===== src/rtl/sft_seq.sv =====
// sft_seq: command sequencer in front of the 74HC595-style shift block.
// Bytes are queued in a small FIFO. A START pulse then plays out the command
// list [MR], N x shift, storage latch, output enable, waiting for the shift
// block's done pulse after each command. A watchdog aborts the sequence when
// the shift block stops answering.
module sft_seq #(
  parameter int DEPTH   = 8,
  parameter int AW      = 3,
  parameter int TIMEOUT = 1023
) (
  input  logic          CLK_I,
  input  logic          RST_I,
  input  logic          WR_EN,
  input  logic [7:0]    WR_DAT,
  output logic          FIFO_FULL,
  output logic [AW:0]   FIFO_CNT,
  input  logic          START,
  input  logic          CLR_FIRST,
  input  logic          OEN_CFG,
  output logic          BUSY,
  output logic          DONE,
  output logic          ERR,
  output logic          SFT_VLD,
  output logic [1:0]    SFT_CMD,
  output logic          SFT_OEN,
  output logic [7:0]    SFT_DIN,
  input  logic          SFT_DONE
);

  // The wait counter only has to reach TIMEOUT-1, so TIMEOUT values need
  // $clog2(TIMEOUT) bits (at least one).
  localparam int TW = (TIMEOUT < 2) ? 1 : $clog2(TIMEOUT);
  localparam logic [TW-1:0] TIMER_LAST = TW'(TIMEOUT - 1);
  localparam logic [AW:0]   DEPTH_CNT  = (AW + 1)'(DEPTH);

  localparam logic [1:0] CMD_MR    = 2'b00;
  localparam logic [1:0] CMD_SHIFT = 2'b01;
  localparam logic [1:0] CMD_STORE = 2'b10;
  localparam logic [1:0] CMD_OE    = 2'b11;

  typedef enum logic [1:0] {
    IDLE,
    ISSUE,
    WAIT,
    FINISH
  } state_t;

  state_t         state;
  logic [7:0]     mem [DEPTH];
  logic [AW-1:0]  wr_ptr;
  logic [AW-1:0]  rd_ptr;
  logic [AW:0]    fifo_cnt;
  logic [AW:0]    shifts_left;
  logic [TW-1:0]  timer;
  logic           oen_cfg_q;
  logic           busy;
  logic           done;
  logic           err;
  logic           sft_vld;
  logic [1:0]     sft_cmd;
  logic           sft_oen;
  logic [7:0]     sft_din;
  logic [7:0]     head;
  logic           push;
  logic           pop;
  logic           flush;
  logic [1:0]     next_cmd;

  assign head  = mem[rd_ptr];
  assign pop   = (state == ISSUE) && (sft_cmd == CMD_SHIFT);
  assign flush = (state == WAIT) && !SFT_DONE && (timer == TIMER_LAST);
  assign push  = WR_EN && (fifo_cnt != DEPTH_CNT) && !flush;
  assign busy  = (state != IDLE);

  assign FIFO_FULL = (fifo_cnt == DEPTH_CNT);
  assign FIFO_CNT  = fifo_cnt;
  assign BUSY      = busy;
  assign DONE      = done;
  assign ERR       = err;
  assign SFT_VLD   = sft_vld;
  assign SFT_CMD   = sft_cmd;
  assign SFT_OEN   = sft_oen;
  assign SFT_DIN   = sft_din;

  // Byte storage; the array is not reset, only the pointers and count are.
  always_ff @(posedge CLK_I) begin
    if (push) begin
      mem[wr_ptr] <= WR_DAT;
    end
  end

  // FIFO pointers and occupancy; a timeout flush wins over any push or pop.
  always_ff @(posedge CLK_I or posedge RST_I) begin
    if (RST_I) begin
      wr_ptr   <= '0;
      rd_ptr   <= '0;
      fifo_cnt <= '0;
    end else if (flush) begin
      rd_ptr   <= wr_ptr;
      fifo_cnt <= '0;
    end else begin
      if (push) begin
        wr_ptr <= wr_ptr + 1'b1;
      end
      if (pop) begin
        rd_ptr <= rd_ptr + 1'b1;
      end
      case ({push, pop})
        2'b10:   fifo_cnt <= fifo_cnt + 1'b1;
        2'b01:   fifo_cnt <= fifo_cnt - 1'b1;
        default: fifo_cnt <= fifo_cnt;
      endcase
    end
  end

  // Pick the command to issue next: the first one when leaving IDLE, the
  // follower of the current command when its done pulse arrives.
  always_comb begin
    next_cmd = CMD_STORE;
    if (state == IDLE) begin
      if (CLR_FIRST) begin
        next_cmd = CMD_MR;
      end else if (fifo_cnt != '0) begin
        next_cmd = CMD_SHIFT;
      end else begin
        next_cmd = CMD_STORE;
      end
    end else begin
      case (sft_cmd)
        CMD_MR, CMD_SHIFT: next_cmd = (shifts_left != '0) ? CMD_SHIFT : CMD_STORE;
        CMD_STORE:         next_cmd = CMD_OE;
        default:           next_cmd = CMD_OE;
      endcase
    end
  end

  // Sequencer FSM with registered command outputs, done pulse and error flag.
  always_ff @(posedge CLK_I or posedge RST_I) begin
    if (RST_I) begin
      state       <= IDLE;
      sft_vld     <= 1'b0;
      sft_cmd     <= CMD_MR;
      sft_oen     <= 1'b1;
      sft_din     <= 8'h00;
      done        <= 1'b0;
      err         <= 1'b0;
      shifts_left <= '0;
      oen_cfg_q   <= 1'b1;
      timer       <= '0;
    end else begin
      sft_vld <= 1'b0;
      done    <= 1'b0;
      case (state)
        IDLE: begin
          if (START) begin
            err       <= 1'b0;
            oen_cfg_q <= OEN_CFG;
            state     <= ISSUE;
            sft_vld   <= 1'b1;
            sft_cmd   <= next_cmd;
            sft_oen   <= 1'b1;
            sft_din   <= (next_cmd == CMD_SHIFT) ? head : 8'h00;
            shifts_left <= (next_cmd == CMD_SHIFT) ? fifo_cnt - 1'b1 : fifo_cnt;
          end
        end
        ISSUE: begin
          state <= WAIT;
          timer <= '0;
        end
        WAIT: begin
          if (SFT_DONE) begin
            if (sft_cmd == CMD_OE) begin
              state <= FINISH;
              done  <= 1'b1;
            end else begin
              state   <= ISSUE;
              sft_vld <= 1'b1;
              sft_cmd <= next_cmd;
              sft_oen <= (next_cmd == CMD_OE) ? oen_cfg_q : 1'b1;
              sft_din <= (next_cmd == CMD_SHIFT) ? head : 8'h00;
              if (next_cmd == CMD_SHIFT) begin
                shifts_left <= shifts_left - 1'b1;
              end
            end
          end else if (timer == TIMER_LAST) begin
            err   <= 1'b1;
            state <= IDLE;
          end else begin
            timer <= timer + 1'b1;
          end
        end
        FINISH: begin
          state <= IDLE;
        end
        default: begin
          state <= IDLE;
        end
      endcase
    end
  end

endmodule


===== config.mk =====
export PLATFORM = sky130hd
export DESIGN_NAME = sft_seq
export DESIGN_NICKNAME = d
export VERILOG_FILES = /design/src/rtl/sft_seq.sv
export SDC_FILE = /design/constraint.sdc
export NUM_CORES = 1
export LEC_CHECK = 0
export ABC_AREA = 0
export CORE_MARGIN = 1
export CORE_UTILIZATION = 60
export DETAILED_ROUTE_END_ITERATION = 10
export DONT_BUFFER_PORTS = 1
export HOLD_SLACK_MARGIN = 0.12
export PLACE_DENSITY = 0.76
export SLEW_MARGIN = 5
export SYNTH_ARGS = -nofsm -noshare
export SYNTH_HDL_FRONTEND = slang
export SYNTH_SLANG_ARGS = --single-unit

===== constraint.sdc =====
create_clock -name CLK_I -period 3.05 [get_ports CLK_I]
set_input_delay 0.305 -clock CLK_I [delete_from_list [all_inputs] [get_ports CLK_I]]
set_output_delay 0.305 -clock CLK_I [all_outputs]
set_load 0.005 [all_outputs]

[Yosys cells after proc, flatten, opt, wreduce, memory -nomap -nowiden]
Memories as Yosys holds them, arrays and structs flattened.
Cells that the tools add are included.
Operators by class
  bitwise gates (word level): 1
  mux-type cells: 50
  add/subtract/negate cells: 6
  equal/unequal tests: 20
  reductions and logical operators: 24
Operator list (count)
  8-bit 2-to-1 mux: 4
  2-bit 2-to-1 mux: 12
  4-bit 2-to-1 mux: 6
  10-bit 2-to-1 mux: 2
  10-bit one-hot mux with 2 select lines: 1
  4-bit one-hot mux with 2 select lines: 2
  8-bit one-hot mux with 2 select lines: 1
  1-bit 2-to-1 mux: 15
  10-bit by 1-bit adder with 10-bit output (second input constant): 1
  10-bit == test (second input constant): 1
  2-bit == test (second input constant): 5
  2-bit inequality test (second input constant): 5
  2-bit by 1-bit == test with 1-bit output (second input constant): 4
  2-bit one-hot mux with 4 select lines: 1
  4-bit AND reduction: 2
  2-bit nonzero test: 4
  4-bit nonzero test: 2
  4-bit by 1-bit subtractor with 4-bit output (second input constant): 2
  3-bit by 1-bit adder with 3-bit output (second input constant): 2
  3-bit 2-to-1 mux: 2
  1-bit one-hot mux with 2 select lines: 3
  2-bit AND reduction: 3
  1-bit logical AND: 5
  5-bit AND reduction: 1
  12 further kinds: 15
Storage, ports and cells
  RAM bits: 64
  memories kept: 1
  word-level logic and storage cells: 115
  flip-flop bits (word level): 41
  bits of input ports: 15
  output and inout port bits: 20
Memory list
  mem: words 8, width 8, read ports 1, clocked after memory_dff 0, write ports 1, line 49  | logic [7:0] mem [DEPTH];

[Depth between registers and ports, before layout]
  depth in word-level cells: 9
  depth in mapped cells: 7
  mapped depth without buffers: 7

[Worst setup path before layout]
No wires, ideal clock.
  kind: reg-to-reg
  start point: reg fifo_cnt[0], in the netlist FIFO_CNT[0]
  end point: mem mem[0][0], enable pin
  setup time: 395 ps
  path buffers: 0
  period minus slack after synthesis: 2640 ps
  stages on the path, launching flop included: 8
  setup slack: 410 ps
  required time: 2655 ps
  arrival: 2245 ps
  path through: dfrtp_1 > inv_1 > ha_1 > nand3b_1 > inv_1 > nor2_1 > nand2_1 > nor4_1
On the way
  longest elaborated chain between the ends: 5
Ends and longest elaborated chain
  start: declaration: line 52  | logic [AW:0] fifo_cnt;
  start signal: assignment: line 109  | 2'b10: fifo_cnt <= fifo_cnt + 1'b1;
  start signal: assignment: line 110  | 2'b01: fifo_cnt <= fifo_cnt - 1'b1;
  start signal: assignment: line 111  | default: fifo_cnt <= fifo_cnt;
  4-bit inequality test: line 72  | assign push = WR_EN && (fifo_cnt != DEPTH_CNT) && !flush;
  1-bit logical AND (2 in series): line 72
  1-bit 2-to-1 mux: line 87  | if (push) begin
  1-bit 2-to-1 mux (implied by the code): line 88  | mem[wr_ptr] <= WR_DAT;
  end: declaration: line 49
Every way passes these cells.

[Worst setup path after layout]
  start point: reg fifo_cnt[0], in the netlist FIFO_CNT[0]
  end point: mem mem[1][3], enable pin
The elaborated chain is that of the path after synthesis.

==> results by group <==
Synth
  – Post-synthesis net count: 342
  – Largest area contributor in the netlist: sky130_fd_sc_hd__edfxtp_1
  – Cell types with the highest counts after synthesis: sky130_fd_sc_hd__edfxtp_1, sky130_fd_sc_hd__dfrtp_1, sky130_fd_sc_hd__mux4_2
  – Warnings from Yosys: 0
  – Synthesized area divided by synthesized cell count: 14.8 um^2
  – Fraction of synthesized cell area taken by the top area cell type: 40.6%
  – Share of synthesized area occupied by flip-flops and latches: 62.3%
  – Share of flip-flops with an asynchronous set or reset after synthesis: 39.0%
  – Gate Count Post-Synth: between 300 and 400
  – Number of enable-type register cells in the synthesized netlist: 64
  – Flip-flop and latch count after synthesis: between 100 and 150
  – Flip-flop cell with the highest count after synthesis: sky130_fd_sc_hd__edfxtp_1
  – Number of distinct library cells after synthesis: 63
  – Most common cell in the synthesized netlist: sky130_fd_sc_hd__edfxtp_1
  – Largest cells by area after synthesis: sky130_fd_sc_hd__edfxtp_1, sky130_fd_sc_hd__dfrtp_1, sky130_fd_sc_hd__mux4_2
  – Post-Syn Area: 4730 um^2

Global routing
  – Via count of the first global-routing pass: 2623
  – Maximum number of pins on one net before global-route repair: 33
  – Global-route wire length before repair: about 14000 um
  – All-layer global routing usage: roughly 23%
  – Global route total overflow: 0
  – Antenna violations before repair: 0

Min path
  – Class of the tightest hold or removal check: input port to flip-flop
  – Hold path depth: 2

Placed design
  – Post-detailed-placement cell area: 4870 um^2
  – Global placement routability congestion: about 0.86
  – Placed wire-length estimate after detailed placement: just over 6000 um
  – Count of buffers from port buffering: 0

Pwr
  – Sequential cell fraction of total power: 49.0%
  – Sw power: 1.62 mW
  – Clock Power Share: about 18%
  – Leakage power total: 1.90 nW
  – Total power per unit cell area: 870 nW/um^2
  – Net switching fraction of the power: 35.9%
  – Part of the total power dissipated in combinational logic: 32.8%
  – Design internal power: 2.88 mW
  – Worst-case vdd ir drop: 0.498 mV

Final layout
  – Total number of nets in the final design: between 300 and 400
  – Final Instance Area: approximately 5200 um^2
  – Area of the multi-input gates: 1680 um^2
  – Filler cell count: 568
  – Antenna cells: 0
  – Fraction of final layout cells with drive strength greater than 1: 19.1%
  – Register Area: 2950 um^2
  – Signed area change from the synthesized netlist to the final layout: 9.30%

STA
  – Tcrit/Tclk final: 79.5%
  – Post-layout min period: approximately 2.4 ns
  – Setup violation total in the final timing report: 0
  – RSZ-0062 raised after global routing: no
  – Fmax: about 410 MHz
  – Hold violation count in the final report: 0
  – Number of slew-limit violations in the final report: 0
  – Worst Clk Skew: around 0.013 ns
  – Least-Margin Pin Slew: 0.789 ns
  – Worst slew slack as a fraction of its limit: between 40% and 50%
  – Setup TNS after final layout: 0 ns

Setup path
  – Worst-path maximum fanout: 8
  – Worst setup path end: mem[1][3]
  – Cell depth of the worst flop-to-flop path: 8
  – Data arrival time of the critical path: 2.50 ns
  – End of the worst register-to-register path: mem[1][3]
  – Kind of start point of the critical path: flip-flop
  – Type of the worst setup path: flip-flop to flip-flop
  – CP Data Required Time: 3.12 ns
  – Endpoint type of the worst setup path: flip-flop
  – Crit path launch: FIFO_CNT[0]
  – Worst flop-to-flop path startpoint: FIFO_CNT[0]
  – Register-to-Register Setup Slack: 0.62 ns

Drt
  – Final routed wirelength across all metal layers: 8800 um
  – Via Count: 2768
  – Detailed Route Iter0 Violations: 163
  – Avg WL per Cell: 19.7 um
  – Drc violations: 0
  – Post-route antenna net violation count: 0
  – Average via count per standard cell: about 6.2
  – Number of detailed-routing iterations run before antenna repair: 4

Clock network
  – Num Clock Sinks: 105
  – TritonCTS clock tree: built
  – Clock slew seen by the registers of the worst setup and hold paths: around 0.10 ns
  – Worst-Skew Late Latency: 0.37 ns
  – CTS H-tree depth: 3
  – Total clock buffers created by CTS: 9
  – Buffers from clock root to sink, at most: 2
  – Setup fix buffers added after clock tree synthesis: 0
  – Clock root buffer: sky130_fd_sc_hd__clkbuf_8

Die
  – Core outline area: 7690 um^2
  – Num ports: 35
  – Vertical die dimension: a little over 90 um
  – Full die area: 8250 um^2
  – Number of cell rows: 32
  – Starting density of the core: between 60% and 70%
  – Die boundary width: 90.8 um

Run
  – Max-cap violations: 0

Status
  – Result of the run: complete, no violations
per-stage QoR:
| stage | std cells | worst slack (ns) | util, % | hold WS [ns] | power [mW] |
|---|---|---|---|---|---|
| 5_1_grt | 447 | 0.413 | 67.3 | 0.164 | 4.79 |
| 3_3_place_gp | 420 | 0.754 | 63.4 | 0.121 | 3.66 |
| 4_1_cts | 447 | 0.644 | 67.3 | 0.159 | 4.54 |
| 3_5_place_dp | 420 | 0.656 | 63.4 | 0.124 | 3.70 |
| 6_report | 447 | 0.625 | 67.3 | 0.171 | 4.50 |
| 2_1_floorplan | 320 | 0.410 | - | 0.404 | 3.35 |
worst max-delay path: stages, from the launching register on:
cell                       delay [ns]
sky130_fd_sc_hd__dfrtp_1         0.47
sky130_fd_sc_hd__inv_1           0.11
sky130_fd_sc_hd__ha_1            0.27
sky130_fd_sc_hd__nand3b_1        0.21
sky130_fd_sc_hd__inv_1           0.13
sky130_fd_sc_hd__nor2_1          0.26
sky130_fd_sc_hd__nand2_1         0.23
sky130_fd_sc_hd__nor3_1          0.24
sky130_fd_sc_hd__buf_4           0.22
cells in the final DEF (no fill, tap or decap), types with 3 or more instances in the layout:
cell / Yosys / layout
sky130_fd_sc_hd__or4_1: 3 / 3
sky130_fd_sc_hd__nand3_1: 9 / 9
sky130_fd_sc_hd__edfxtp_1: 64 / 64
sky130_fd_sc_hd__a21oi_1: 9 / 9
sky130_fd_sc_hd__or3_1: 5 / 5
sky130_fd_sc_hd__dfrtp_1: 39 / 39
sky130_fd_sc_hd__and3_1: 3 / 3
sky130_fd_sc_hd__nor3_1: 10 / 10
sky130_fd_sc_hd__nor2_1: 14 / 14
sky130_fd_sc_hd__nor4_1: 3 / 3
sky130_fd_sc_hd__o21ai_0: 7 / 7
sky130_fd_sc_hd__mux2i_1: 10 / 10
sky130_fd_sc_hd__clkbuf_8: 0 / 9
sky130_fd_sc_hd__o22ai_1: 3 / 3
sky130_fd_sc_hd__o211ai_1: 3 / 3
sky130_fd_sc_hd__o31ai_1: 5 / 5
sky130_fd_sc_hd__inv_1: 12 / 11
sky130_fd_sc_hd__o2bb2ai_2: 8 / 8
sky130_fd_sc_hd__xnor2_1: 6 / 6
sky130_fd_sc_hd__ha_1: 7 / 7
sky130_fd_sc_hd__o21a_1: 4 / 4
sky130_fd_sc_hd__mux2_2: 5 / 5
sky130_fd_sc_hd__nand2b_1: 6 / 6
sky130_fd_sc_hd__nand4_1: 3 / 3
sky130_fd_sc_hd__inv_6: 0 / 3
sky130_fd_sc_hd__mux4_2: 16 / 16
sky130_fd_sc_hd__buf_4: 0 / 10
sky130_fd_sc_hd__nand2_1: 11 / 11
sky130_fd_sc_hd__dlygate4sd3_1: 0 / 11
worst min path at each step:
stage	slack, ns	startpoint	to
floorplan	0.40	WR_DAT[0]	mem[0][0]
global placement	0.12	RST_I	SFT_DIN[6]
detailed placement	0.12	RST_I	SFT_DIN[6]
CTS	0.16	START	state[0]
global route	0.16	SFT_DONE	timer[9]
finish	0.17	START	state[0]
layer usage:
metal	vias to the layer above	global-route usage [%]	part of all wire (%)
li1	1298	-	-
met1	1372	36.2	48
met2	88	31.4	44
met3	10	6.23	7.1
met4	0	5.95	1.2
met5	-	0	0
state kept, by name, summed over array words and instances, names as in the netlist, 2 cells and up:
name         cells
SFT_CMD          2
mem             64
shifts_left      4
SFT_DIN          8
timer           10
rd_ptr           3
state            2
wr_ptr           3
FIFO_CNT         4
kinds of logic (layout without fill, tap and decap cells):
group           Yosys count  in the layout  share of synthesized area (%)
buf+inv                  24             49                           2.30
compound gates           59             59                           10.4
simple gates             87             87                           11.0
mux                      31             31                           10.9
flops                   105            105                           62.3
fa+ha+maj                 7              7                           1.85
xor+xnor                  7              7                           1.29
cell type report:
class                      instances  area share [%]
sequential                       105            57.0
multi-input combinational        191            32.4
timing repair buffer              21            3.58
tap                              102            2.47
clock buffer                       9            2.39
clock inverter                     7            1.31
inverter                          12           0.870
power groups by stage:
stage	Sequential (mW)	Clock, mW	Combinational, mW
detailed placement	2.24	0	1.45
finish	2.21	0.820	1.47
CTS	2.21	0.844	1.48
global placement	2.23	0	1.43
floorplan	2.04	0	1.31
global route	2.26	0.899	1.63
timing repair:
action | 4_1_cts | 5_1_grt
resized for setup | 0 | 0
hold buffers | 11 | 0
endpoints found under the hold margin | 76 | 0
endpoints found under the setup margin | 0 | 0
Note: power is estimated with default switching activity, not from simulation.
